===== src/rtl/keypad_pkg.sv =====
// Shared definitions for the 4x4 membrane keypad emulator and its scanner.
package keypad_pkg;

  typedef enum logic [2:0] {
    IDLE,
    BOUNCE_IN,
    HOLD,
    BOUNCE_OUT,
    GAP
  } kp_state_t;

  // Returns {row[1:0], col[1:0]} for a key code; the scanner decodes with the same map.
  function automatic logic [3:0] key_to_rc(input logic [3:0] key);
    logic [3:0] rc;
    rc = '0;
    case (key)
      4'h1: rc = {2'd0, 2'd0};
      4'h2: rc = {2'd0, 2'd1};
      4'h3: rc = {2'd0, 2'd2};
      4'hA: rc = {2'd0, 2'd3};
      4'h4: rc = {2'd1, 2'd0};
      4'h5: rc = {2'd1, 2'd1};
      4'h6: rc = {2'd1, 2'd2};
      4'hB: rc = {2'd1, 2'd3};
      4'h7: rc = {2'd2, 2'd0};
      4'h8: rc = {2'd2, 2'd1};
      4'h9: rc = {2'd2, 2'd2};
      4'hC: rc = {2'd2, 2'd3};
      4'h0: rc = {2'd3, 2'd0};
      4'hF: rc = {2'd3, 2'd1};
      4'hE: rc = {2'd3, 2'd2};
      4'hD: rc = {2'd3, 2'd3};
      default: rc = '0;
    endcase
    return rc;
  endfunction

endpackage


===== src/rtl/keypad_emulator_bouncer.sv =====
// Contact bounce generator: BOUNCE_TOGGLES segments of BOUNCE_PERIOD cycles,
// level starting at init_level and inverting at each segment boundary.
module contact_bouncer #(
  parameter int unsigned BOUNCE_PERIOD  = 50_000,
  parameter int unsigned BOUNCE_TOGGLES = 6
) (
  input  logic clk_in,
  input  logic restart,
  input  logic start,
  input  logic init_level,
  output logic level,
  output logic busy
);

  logic [31:0] half_cnt;
  logic [31:0] seg_left;

  always_ff @(posedge clk_in) begin
    if (restart) begin
      level    <= 1'b0;
      busy     <= 1'b0;
      half_cnt <= '0;
      seg_left <= '0;
    end else if (start) begin
      level    <= init_level;
      busy     <= 1'b1;
      half_cnt <= BOUNCE_PERIOD - 1;
      seg_left <= BOUNCE_TOGGLES - 1;
    end else if (busy) begin
      if (half_cnt == '0) begin
        if (seg_left == '0) begin
          busy <= 1'b0;
        end else begin
          seg_left <= seg_left - 1;
          level    <= ~level;
          half_cnt <= BOUNCE_PERIOD - 1;
        end
      end else begin
        half_cnt <= half_cnt - 1;
      end
    end
  end

endmodule


===== src/rtl/keypad_emulator.sv =====
// 4x4 membrane keypad model: closes one latched key contact with make/break
// bounce, answering the scanner's active-low row strobes on the column lines.
module keypad_emulator
  import keypad_pkg::*;
#(
  parameter int unsigned BOUNCE_PERIOD  = 50_000,
  parameter int unsigned BOUNCE_TOGGLES = 6,
  parameter int unsigned HOLD_CYCLES    = 20_000_000,
  parameter int unsigned GAP_CYCLES     = 10_000_000
) (
  input  logic       clk_in,
  input  logic       restart,
  input  logic       press_req,
  input  logic [3:0] press_key,
  output logic       press_ready,
  output logic       press_done,
  input  logic [3:0] keyb_row,
  output logic [3:0] keyb_col,
  output logic       pressed
);

  localparam int unsigned BOUNCE_LEN = BOUNCE_TOGGLES * BOUNCE_PERIOD;

  kp_state_t   state, state_next;
  logic [31:0] phase, phase_next;
  logic [3:0]  key_q;
  logic        done_q, done_next;
  logic        key_load;
  logic        bnc_start, bnc_init, bnc_level, bnc_busy;
  logic        contact;
  logic [3:0]  rc;
  logic [1:0]  key_row, key_col;

  contact_bouncer #(
    .BOUNCE_PERIOD  (BOUNCE_PERIOD),
    .BOUNCE_TOGGLES (BOUNCE_TOGGLES)
  ) u_bouncer (
    .clk_in     (clk_in),
    .restart    (restart),
    .start      (bnc_start),
    .init_level (bnc_init),
    .level      (bnc_level),
    .busy       (bnc_busy)
  );

  always_ff @(posedge clk_in) begin
    if (restart) begin
      state  <= IDLE;
      phase  <= '0;
      key_q  <= '0;
      done_q <= 1'b0;
    end else begin
      state  <= state_next;
      phase  <= phase_next;
      done_q <= done_next;
      if (key_load) key_q <= press_key;
    end
  end

  // The phase counter alone times every state; the bouncer only shapes the level.
  always_comb begin
    state_next = state;
    phase_next = phase;
    done_next  = 1'b0;
    key_load   = 1'b0;
    bnc_start  = 1'b0;
    bnc_init   = 1'b0;
    case (state)
      IDLE: begin
        if (press_req) begin
          key_load = 1'b1;
          if (BOUNCE_TOGGLES != 0) begin
            state_next = BOUNCE_IN;
            phase_next = BOUNCE_LEN - 1;
            bnc_start  = 1'b1;
            bnc_init   = 1'b1;
          end else begin
            state_next = HOLD;
            phase_next = HOLD_CYCLES - 1;
          end
        end
      end
      BOUNCE_IN: begin
        if (phase == '0) begin
          state_next = HOLD;
          phase_next = HOLD_CYCLES - 1;
        end else begin
          phase_next = phase - 1;
        end
      end
      HOLD: begin
        if (phase == '0) begin
          if (BOUNCE_TOGGLES != 0) begin
            state_next = BOUNCE_OUT;
            phase_next = BOUNCE_LEN - 1;
            bnc_start  = 1'b1;
          end else begin
            state_next = GAP;
            phase_next = GAP_CYCLES - 1;
          end
        end else begin
          phase_next = phase - 1;
        end
      end
      BOUNCE_OUT: begin
        if (phase == '0) begin
          state_next = GAP;
          phase_next = GAP_CYCLES - 1;
        end else begin
          phase_next = phase - 1;
        end
      end
      GAP: begin
        if (phase == '0) begin
          state_next = IDLE;
          phase_next = '0;
          done_next  = 1'b1;
        end else begin
          phase_next = phase - 1;
        end
      end
      default: state_next = IDLE;
    endcase
  end

  always_comb begin
    contact = 1'b0;
    case (state)
      BOUNCE_IN, BOUNCE_OUT: contact = bnc_busy & bnc_level;
      HOLD:                  contact = 1'b1;
      default:               contact = 1'b0;
    endcase
  end

  assign rc      = key_to_rc(key_q);
  assign key_row = rc[3:2];
  assign key_col = rc[1:0];

  always_comb begin
    keyb_col = '1;
    if (contact && !keyb_row[key_row]) keyb_col[key_col] = 1'b0;
  end

  assign press_ready = (state == IDLE);
  assign press_done  = done_q;
  assign pressed     = contact;

endmodule


===== config.mk =====
export PLATFORM = sky130hd
export DESIGN_NAME = keypad_emulator
export DESIGN_NICKNAME = d
export VERILOG_FILES = /design/src/rtl/keypad_pkg.sv /design/src/rtl/keypad_emulator_bouncer.sv /design/src/rtl/keypad_emulator.sv
export SDC_FILE = /design/constraint.sdc
export NUM_CORES = 1
export LEC_CHECK = 0
export ABC_AREA = 1
export BUFFER_PORTS_ARGS = -buffer_cell sky130_fd_sc_hd__buf_4
export CAP_MARGIN = 20
export CORE_ASPECT_RATIO = 1.4
export CORE_UTILIZATION = 30
export CTS_CLUSTER_SIZE = 25
export DETAILED_ROUTE_END_ITERATION = 7
export GPL_TIMING_DRIVEN = 0
export PLACE_DENSITY = 0.54
export SYNTH_ARGS = -nofsm -noshare
export SYNTH_HDL_FRONTEND = slang
export SYNTH_HIERARCHICAL = 1
export SYNTH_SLANG_ARGS = --single-unit

===== constraint.sdc =====
create_clock -name clk_in -period 4.8 [get_ports clk_in]
set_clock_uncertainty 0.2 [all_clocks]
set_input_delay 0.96 -clock clk_in [delete_from_list [all_inputs] [get_ports clk_in]]
set_output_delay 0.96 -clock clk_in [all_outputs]
set_load 0.05 [all_outputs]

* After elaboration in Yosys (flattened, before gate mapping) *
Memory sizes are Yosys's and may differ from the RTL's. A register that Yosys moved wholly into a read port is not among the register bits.
Cells that the tools add are included.

word-level totals
  register bits = 106
  memory bits (read-only) = 64
  bits of input ports = 11
  logic and storage cells = 93
  memories kept = 1

operators by class
  add/sub/neg operators = 3
  magnitude comparators = 3
  equal/unequal tests = 12
  muxes and demuxes = 40
  bitwise gates (word level) = 5
  reduce and logical (&&, ||, !) cells = 19

memories
  memory            depth  bits a word  read ports  clocked after Yosys merged registers in  write ports  RTL line          RTL
  (name not given)  16     4            1           1                                        0            keypad_pkg.sv:16  case (key)

operator list
  kind                                                                           count
  32-bit 2-to-1 mux                                                              7
  32-bit case mux with 5 select lines                                            1
  32-bit zero test                                                               3
  32-bit by 1-bit subtractor with 32-bit output (second input constant)          3
  16-bit 2-to-1 mux                                                              2
  3-bit 2-to-1 mux                                                               9
  3-bit case mux with 5 select lines                                             1
  2-bit inequality test (second input constant)                                  7
  1-bit 2-to-1 mux                                                               13
  4-bit 2-to-1 mux                                                               3
  3-bit by 2-bit equality test with 1-bit output (second input constant)         2
  2-bit by 3-bit less-than comparator with 1-bit output (second input constant)  2
  2-bit AND reduction                                                            3
  3-bit AND reduction                                                            2
  2-bit OR reduction                                                             3
  5-bit AND reduction                                                            1
  5-bit nonzero test                                                             1
  4-bit NOT                                                                      1
  1-bit case mux with 2 select lines                                             2
  2-bit nonzero test                                                             2
  3-bit by 1-bit equality test with 1-bit output (second input constant)         1
  3-bit equality test (second input constant)                                    1
  3-bit zero test                                                                1
  3-bit inequality test (second input constant)                                  1
  other kinds (7)                                                                10

* Logic depth before layout (Yosys ltp) *
Gate-level depths: netlist of run 1.

  depth after elaboration = 6
  depth in mapped cells = 15
  gate-level depth less buffers = 15

* By module *
The synthesis of run 1 kept the hierarchy.

by module, submodules not included
  module           times used  cells each  area each (um^2)  sequential area each (um^2)
  contact_bouncer  1           755         4418.0            1321.3
  keypad_emulator  1           446         2810.2            880.8

* Worst setup path before layout of run 1 *
Ideal clock, no wire load.

  path type = input port to output port
  start = input keyb_row[0]
  end = output keyb_col[0]
  data arrival time = 1809 ps
  data required time = 3640 ps
  setup slack = 1831 ps
  stages on the path = 4
  path buffers = 0
  cells stage by stage = nor2_1 > o311ai_0 > nor2_1 > nand2_1

on the way
  longest elaborated chain between the ends = 5

RTL lines
  item                                       RTL line                RTL
  from (decl)                                keypad_emulator.sv:17   input logic [3:0] keyb_row,
  1-bit binary-select mux with 2-bit select  keypad_emulator.sv:141  if (contact && !keyb_row[key_row]) keyb_col[key_col] = 1'b0;
  1-bit 2-to-1 mux (implied by the code)     keypad_emulator.sv:141
  1-bit zero test                            keypad_emulator.sv:141
  1-bit logical AND                          keypad_emulator.sv:141
  4-bit 2-to-1 mux                           keypad_emulator.sv:141
  to (decl)                                  keypad_emulator.sv:18   output logic [3:0] keyb_col,

Every way passes these cells. The select of a mux whose other input is x is not followed.

* Worst setup path after layout of run 1 *
  start = register phase[28]
  end = register u_bouncer.half_cnt[27]

on the way
  longest elaborated chain between the ends = 4

RTL lines
  item                                 RTL line                       RTL
  from (decl)                          keypad_emulator.sv:25          logic [31:0] phase, phase_next;
  from (signal assigned)               keypad_emulator.sv:54          phase <= phase_next;
  32-bit zero test                     keypad_emulator.sv:92          if (phase == '0) begin
  1-bit 2-to-1 mux                     keypad_emulator.sv:92
  1-bit case mux with 2 select lines   keypad_emulator.sv:68          case (state)
  via bnc_start                        keypad_emulator.sv:29          logic bnc_start, bnc_init, bnc_level, bnc_busy;
  2-bit OR reduction (no source line)  -
  to (signal assigned)                 keypad_emulator_bouncer.sv:27  half_cnt <= BOUNCE_PERIOD - 1;
  to (signal assigned)                 keypad_emulator_bouncer.sv:36  half_cnt <= BOUNCE_PERIOD - 1;
  to (signal assigned)                 keypad_emulator_bouncer.sv:39  half_cnt <= half_cnt - 1;
  to (decl)                            keypad_emulator_bouncer.sv:15  logic [31:0] half_cnt;

The timed path passes the listed nets, and every way through them passes these cells.
A chain may end at the register's enable or synchronous reset.

==> flow_summary.json, run 1 <==
{
  "status": "completed",
  "cap_violations": 0,
  "drt_first_pass_iters": 6,
  "finalSetupViolations": 0,
  "ctsHoldBuffers": 0,
  "vias": 7279,
  "period_needed_ns": 3.21,
  "root_buffer": "clkbuf_16",
  "fillers": 2651,
  "synth_commonest_cells": "349 x nand2_1, 258 x nor2_1, 110 x dfxtp_1, 106 x inv_1, 80 x a21oi_1",
  "fin_nets": 1245,
  "syn-instance-count": 1201,
  "path_max_fanout": 10,
  "tightest_slew_ns": 0.734,
  "multi_input_area_um2": 4430,
  "yosys.area_share.simple_pct": 44.8,
  "p_leak_nw": 3.70,
  "grt_max_degree": 21,
  "syn-num-nets": 1217,
  "place_congestion": 0.901,
  "drc_errors": 0,
  "ioPinCount": 18,
  "synthMuxAreaShare_pct": 0,
  "antenna_cells": 0,
  "die_area_um2": 24700,
  "drt_iter0_drc": 393,
  "core_area_um2": 23500,
  "rows": 66,
  "cp.arrival_ns": 3.24,
  "fin_crit_sh_pct": 66.9,
  "clockBufferDepth": 2,
  "port_buffers": 17,
  "ctsResizeCount": 0,
  "finalHoldViolations": 0,
  "regArea_um2": 2200,
  "rsz0062_at_grt": "no",
  "fmax_mhz": 311,
  "fin_tns_setup_ns": 0,
  "required_ns": 4.83,
  "hpwl_um": 16200,
  "synth_top_area_cell": "dfxtp_1",
  "yosys-top-cells-area": "dfxtp_1 30%, nand2_1 18%, nor2_1 13%, a21oi_1 5.5%, inv_1 5.5%",
  "startpoint_type": "register",
  "synth_most_common_cell": "nand2_1",
  "synth-adder-area-share_pct": 0.866,
  "areaGrowthSynthToFinish_pct": 11.3,
  "path_class": "reg -> reg",
  "cts_sinks": 110,
  "place_area_um2": 7740,
  "synth_top_family_by_area": "simple AND/OR/NAND/NOR gates",
  "numCtsBuffers": 9,
  "hold_class": "reg -> reg",
  "synth_area_um2": 7230,
  "power_density_nw_per_um2": 673,
  "start_util_pct": 30.8,
  "clock_latency_ns": 0.37,
  "synth.distinct_cells": 44,
  "design_area_um2": 8040,
  "slew_viol_final": 0,
  "yosysWarnings": 6,
  "syn_area_per_cell_um2": 6.02,
  "htree_levels": 3,
  "totalWireLength_um": 20600,
  "grt.overflow.total": 0,
  "post_drt_wl_per_cell_um": 13.4,
  "yosys.area_share.xor_xnor_pct": 5.82,
  "synth_edf_count": 0,
  "peakVddDrop_mv": 0.252,
  "grt_pass1_vias": 6935,
  "dieWidth_um": 133,
  "endpoint_kind": "register",
  "synth_seq_cells": 110,
  "drive_above_1_share_pct": 9.08,
  "cts_tree": "done",
  "grtUsageTotal_pct": 17.4,
  "clk_pin_slew_ns": 0.09,
  "synth_compound_area_share_pct": 9.80,
  "synth_top_area_share_pct": 30.5,
  "seq_area_frac_synth_pct": 30.5,
  "dieHeight_um": 186,
  "grt_first_pass_wirelength_um": 34200,
  "postCtsSetupBuffers": 0,
  "antenna_found_initial": 0,
  "ys_async_sr_fraction_pct": 0,
  "synth_flop_cell": "dfxtp_1",
  "vias_per_cell": 4.73,
  "slew_headroom_pct": 51.1,
  "ant_nets": 0
}
==> state kept, by name, summed over array words and instances (netlist names) <==
signal	flops
key_q	4
u_bouncer/busy	1
u_bouncer/seg_left	32
press_done	1
u_bouncer/half_cnt	32
phase	32
u_bouncer/level	1
rc	4
state	3
==> through the flow <==
step	utilization [%]	total power, mW	worst slack, ns	hold WS [ns]	std cells
after floorplan	-	3.82	1.83	0.244	1201
after global placement	33.0	4.64	1.63	0.264	1524
after detailed placement	33.0	4.64	1.61	0.271	1524
after CTS	34.3	5.44	1.58	0.284	1540
after global routing	34.3	5.96	1.35	0.305	1540
final	34.3	5.42	1.59	0.279	1540
==> critical path, cell delays in order (launching register included) <==
cell      delay (ns)
dfxtp_1         0.35
nor2_1          0.27
nand2_1         0.11
nor2_2          0.16
nand2_2         0.14
nor2_8          0.23
inv_4           0.11
o21ai_2         0.31
inv_1           0.18
nand2_1         0.29
clkbuf_1        0.60
nor2_1          0.11
==> area by class of cell <==
cell class | instances | area share (%)
well taps | 306 | 4.76
repair buffers | 17 | 1.59
plain buffers | 26 | 1.88
clock inverters | 6 | 0.794
clock buffers | 10 | 2.97
inverters | 118 | 5.54
flip-flops and latches | 110 | 27.4
multi-input cells | 947 | 55.1
==> path summary, 6_finish.rpt <==
kind | startpoint | endpoint | slack (ns) | depth (start not counted)
setup reg to reg | phase[28] | u_bouncer/half_cnt[27] | 1.59 | 11
hold reg to reg | u_bouncer/level | u_bouncer/level | 0.28 | 2
setup / recovery | phase[28] | u_bouncer/half_cnt[27] | 1.59 | 11
hold / removal | u_bouncer/level | u_bouncer/level | 0.28 | 2
==> per-layer routing <==
| metal | vias up | wire (um) | global-route usage (%) |
|---|---|---|---|
| li1 | 3849 | - | - |
| met1 | 3322 | 8810 | 19.1 |
| met2 | 84 | 11000 | 33.9 |
| met3 | 24 | 354 | 2.18 |
| met4 | 0 | 441 | 6.45 |
| met5 | - | 0 | 0 |
==> cells in the final DEF, fill, tap and decap left out, drive strengths merged <==
| cell type | n |
|---|---|
| o211ai | 2 |
| buf | 33 |
| nand2 | 363 |
| a31oi | 3 |
| o21a | 1 |
| xnor2 | 23 |
| o21bai | 1 |
| o221ai | 1 |
| dfxtp | 110 |
| o21ai | 35 |
| ha | 5 |
| a211oi | 1 |
| nor3b | 5 |
| o311ai | 1 |
| xor2 | 25 |
| o2111ai | 1 |
| or2 | 2 |
| a31o | 1 |
| nand3 | 72 |
| inv | 120 |
| clkinv | 3 |
| a21oi | 82 |
| nor3 | 10 |
| nand4 | 24 |
| clkinvlp | 1 |
| nor2 | 285 |
| clkbuf | 20 |
| nor4 | 1 |
| nand3b | 3 |
==> where the power goes <==
part | internal [mW] | leakage (nW) | switching [mW] | total (mW)
logic | 1.06 | 2.65 | 2.28 | 3.34
registers | 1.09 | 0.896 | 0.201 | 1.30
clock network | 0.382 | 0.146 | 0.399 | 0.781
total | 2.54 | 3.70 | 2.88 | 5.42
==> cells by family (layout without fill, tap and decap cells) <==
group	after synthesis	after routing
buffers and inverters	144	177
and+or+nand+nor	765	765
DFF	110	110
xor gates and xnor gates	48	48
adders and majority gates	5	5
AOI/OAI and AO/OA	129	129
Power figures use the tool's default switching activity.
==> run 2: changes to the inputs <==
- ABC_AREA: 1 -> 0
- clock period: 4.8 -> 3.3 ns (I/O delays scaled with it)
==> run 2 against run 1 <==
Clock-buffer cell count is 1 lower. Via count is 21% lower. Total power is 41% lower. Combinational power is 81% lower. Sequential share of layout area is 4.4 points higher. Synthesized cell count is 38% lower. Core utilization is 0.63 points higher. Area after synthesis is 16% lower. Sequential cell count stayed put. Hold slack worse by 0.014 ns. Critical path type unchanged. Largest cell class unchanged. Largest power group is now sequential cells. Highest routed layer unchanged.
==> flow_summary.json, run 2 <==
{
  "rrSetupSlack_ns": 0.21,
  "synth_area_um2": 6060,
  "grt_pass1_vias": 5599,
  "port_buffers": 17,
  "multi_input_area_um2": 3690,
  "p_leak_nw": 2.44,
  "synth_flop_cell": "dfxtp_1",
  "syn-num-nets": 757,
  "drt_iter0_drc": 392,
  "synth_seq_cells": 110,
  "layout_commonest_cell": "dfxtp_1",
  "synth.distinct_cells": 68,
  "dieWidth_um": 122,
  "drive_above_1_share_pct": 12.2,
  "synth_most_common_cell": "dfxtp_1",
  "die_area_um2": 20800,
  "areaGrowthSynthToFinish_pct": 14.4,
  "finalHoldViolations": 0,
  "drt_first_pass_iters": 5,
  "vias_per_cell": 5.57,
  "cts_tree": "done",
  "grt_max_degree": 21,
  "regArea_um2": 2200,
  "path_delay_family": "simple AND/OR/NAND/NOR gates",
  "critPathSlowestCell": "or4_1",
  "cp.arrival_ns": 3.11,
  "path_class": "reg -> reg",
  "peakVddDrop_mv": 0.249,
  "layout_common_cells": "110 x dfxtp_1, 67 x nor2_1, 43 x nor3_1",
  "reg_top3": "phase (32), u_bouncer/half_cnt (32), u_bouncer/seg_left (32)",
  "endpoint_kind": "register",
  "finalSetupViolations": 0,
  "synth_commonest_cells": "110 x dfxtp_1, 67 x nor2_1, 44 x nor3_1, 41 x nor4_1",
  "tightest_slew_ns": 0.726,
  "grt.overflow.total": 0,
  "fin_crit_sh_pct": 93.7,
  "numCtsBuffers": 9,
  "hold_class": "reg -> reg",
  "seq_area_frac_synth_pct": 36.4,
  "clock_latency_ns": 0.36,
  "fin_nets": 789,
  "start_util_pct": 30.5,
  "path_cells": "or4_1 -> buf_2 -> nor3_1 -> nand4_1 -> buf_4 -> o21ai_2 -> clkbuf_1 -> o21a_1 -> a311oi_1",
  "clockBufferDepth": 2,
  "ioPinCount": 18,
  "antenna_cells": 0,
  "period_needed_ns": 3.09,
  "path_max_fanout": 10,
  "dieHeight_um": 170,
  "synth_edf_count": 0,
  "final_cells": 1030,
  "slew_headroom_pct": 51.4,
  "fin_tns_setup_ns": 0,
  "yosysWarnings": 6,
  "cap_violations": 0,
  "status": "completed",
  "final_util_pct": 34.9,
  "root_buffer": "clkbuf_16",
  "htree_levels": 3,
  "synth_top_area_cell": "dfxtp_1",
  "core_area_um2": 19800,
  "place_area_um2": 6500,
  "design_area_um2": 6930,
  "cts_sinks": 110,
  "syn-instance-count": 741,
  "place_inst": 1010,
  "yosys-top-cells-area": "dfxtp_1 36%, xnor2_1 4.3%, nor4_1 4.2%, nor2_1 4.2%, nor3_1 3.6%",
  "ant_nets": 0,
  "ys_async_sr_fraction_pct": 0,
  "antenna_found_initial": 0,
  "max_stage_delay_ns": 0.52,
  "drc_errors": 0,
  "totalWireLength_um": 17000,
  "hpwl_um": 12500,
  "crit_buf_inv": 3,
  "fillers": 2115,
  "slew_viol_final": 0,
  "startpoint_type": "register",
  "clk_pin_slew_ns": 0.08,
  "syn_area_per_cell_um2": 8.17,
  "required_ns": 3.32,
  "fmax_mhz": 324,
  "post_drt_wl_per_cell_um": 16.5,
  "grt_first_pass_wirelength_um": 27800,
  "synth_top_area_share_pct": 36.4,
  "rows": 61,
  "vias": 5737,
  "power_density_nw_per_um2": 458,
  "place_congestion": 0.926,
  "grtUsageTotal_pct": 16.9
}
## run 2: cell families (layout without fill, tap and decap cells)
| logic type | count (synthesis) | after routing | synth area share (%) |
|---|---|---|---|
| and+or+nand+nor | 354 | 354 | 33.5 |
| AOI/OAI and AO/OA | 164 | 164 | 18.0 |
| xor gates and xnor gates | 43 | 43 | 6.22 |
| adders and majority gates | 5 | 5 | 1.03 |
| muxes | 4 | 4 | 0.868 |
| buffers and inverters | 61 | 98 | 3.97 |
| DFF | 110 | 110 | 36.4 |
## run 2: timing repair
| item | 4_1_cts | 5_1_grt |
|---|---|---|
| cloned | 0 | 0 |
| hold buffers | 0 | 0 |
| gates resized for setup | 18 | 17 |
| setup endpoints to repair | 54 | 57 |
| pin swaps | 0 | 2 |
| buffers inserted | 0 | 5 |
## run 2: metrics by stage
| stage | hold slack, ns | total power, mW | worst slack, ns |
|---|---|---|---|
| 6_report | 0.265 | 3.17 | 0.209 |
| 5_1_grt | 0.290 | 3.33 | -0.0638 |
| 4_1_cts | 0.268 | 3.18 | 0.0418 |
| 3_5_place_dp | 0.256 | 2.07 | -0.702 |
| 3_3_place_gp | 0.247 | 2.07 | -0.769 |
| 2_1_floorplan | 0.237 | 1.90 | 0.177 |
## run 2: power by group
group | switching, mW | internal (mW)
Sequential | 0.0627 | 1.38
Combinational | 0.402 | 0.238
Clock | 0.556 | 0.531
## run 2: worst paths after layout
kind / start / endpoint / depth (start not counted)
min: u_bouncer/half_cnt[13] / u_bouncer/half_cnt[13] / 2
max: u_bouncer/seg_left[2] / u_bouncer/half_cnt[3] / 9
min reg2reg: u_bouncer/half_cnt[13] / u_bouncer/half_cnt[13] / 2
max reg2reg: u_bouncer/seg_left[2] / u_bouncer/half_cnt[3] / 9
## run 2: routing by layer
layer | vias up | GRT usage, % | share of wire, %
met3 | 39 | 2.85 | 4.0
li1 | 2869 | - | -
met4 | 0 | 8.27 | 3.2
met1 | 2697 | 18.9 | 42
met2 | 132 | 30.5 | 51
met5 | - | 0 | 0
## run 2: tightest hold or removal path, delay by kind of cell, from the launching register on
kind / cells / cell delay [ns]
flip-flops: 1 / 0.31
AO/OA/AOI/OAI: 2 / 0.11
## run 2: layout make-up
cell class	instances	share of cell area [%]
flip-flops and latches	110	31.8
inverters	20	1.08
multi-input cells	570	53.3
repair buffers	22	2.38
well taps	252	4.55
plain buffers	40	2.71
clock inverters	7	0.957
clock buffers	9	3.25
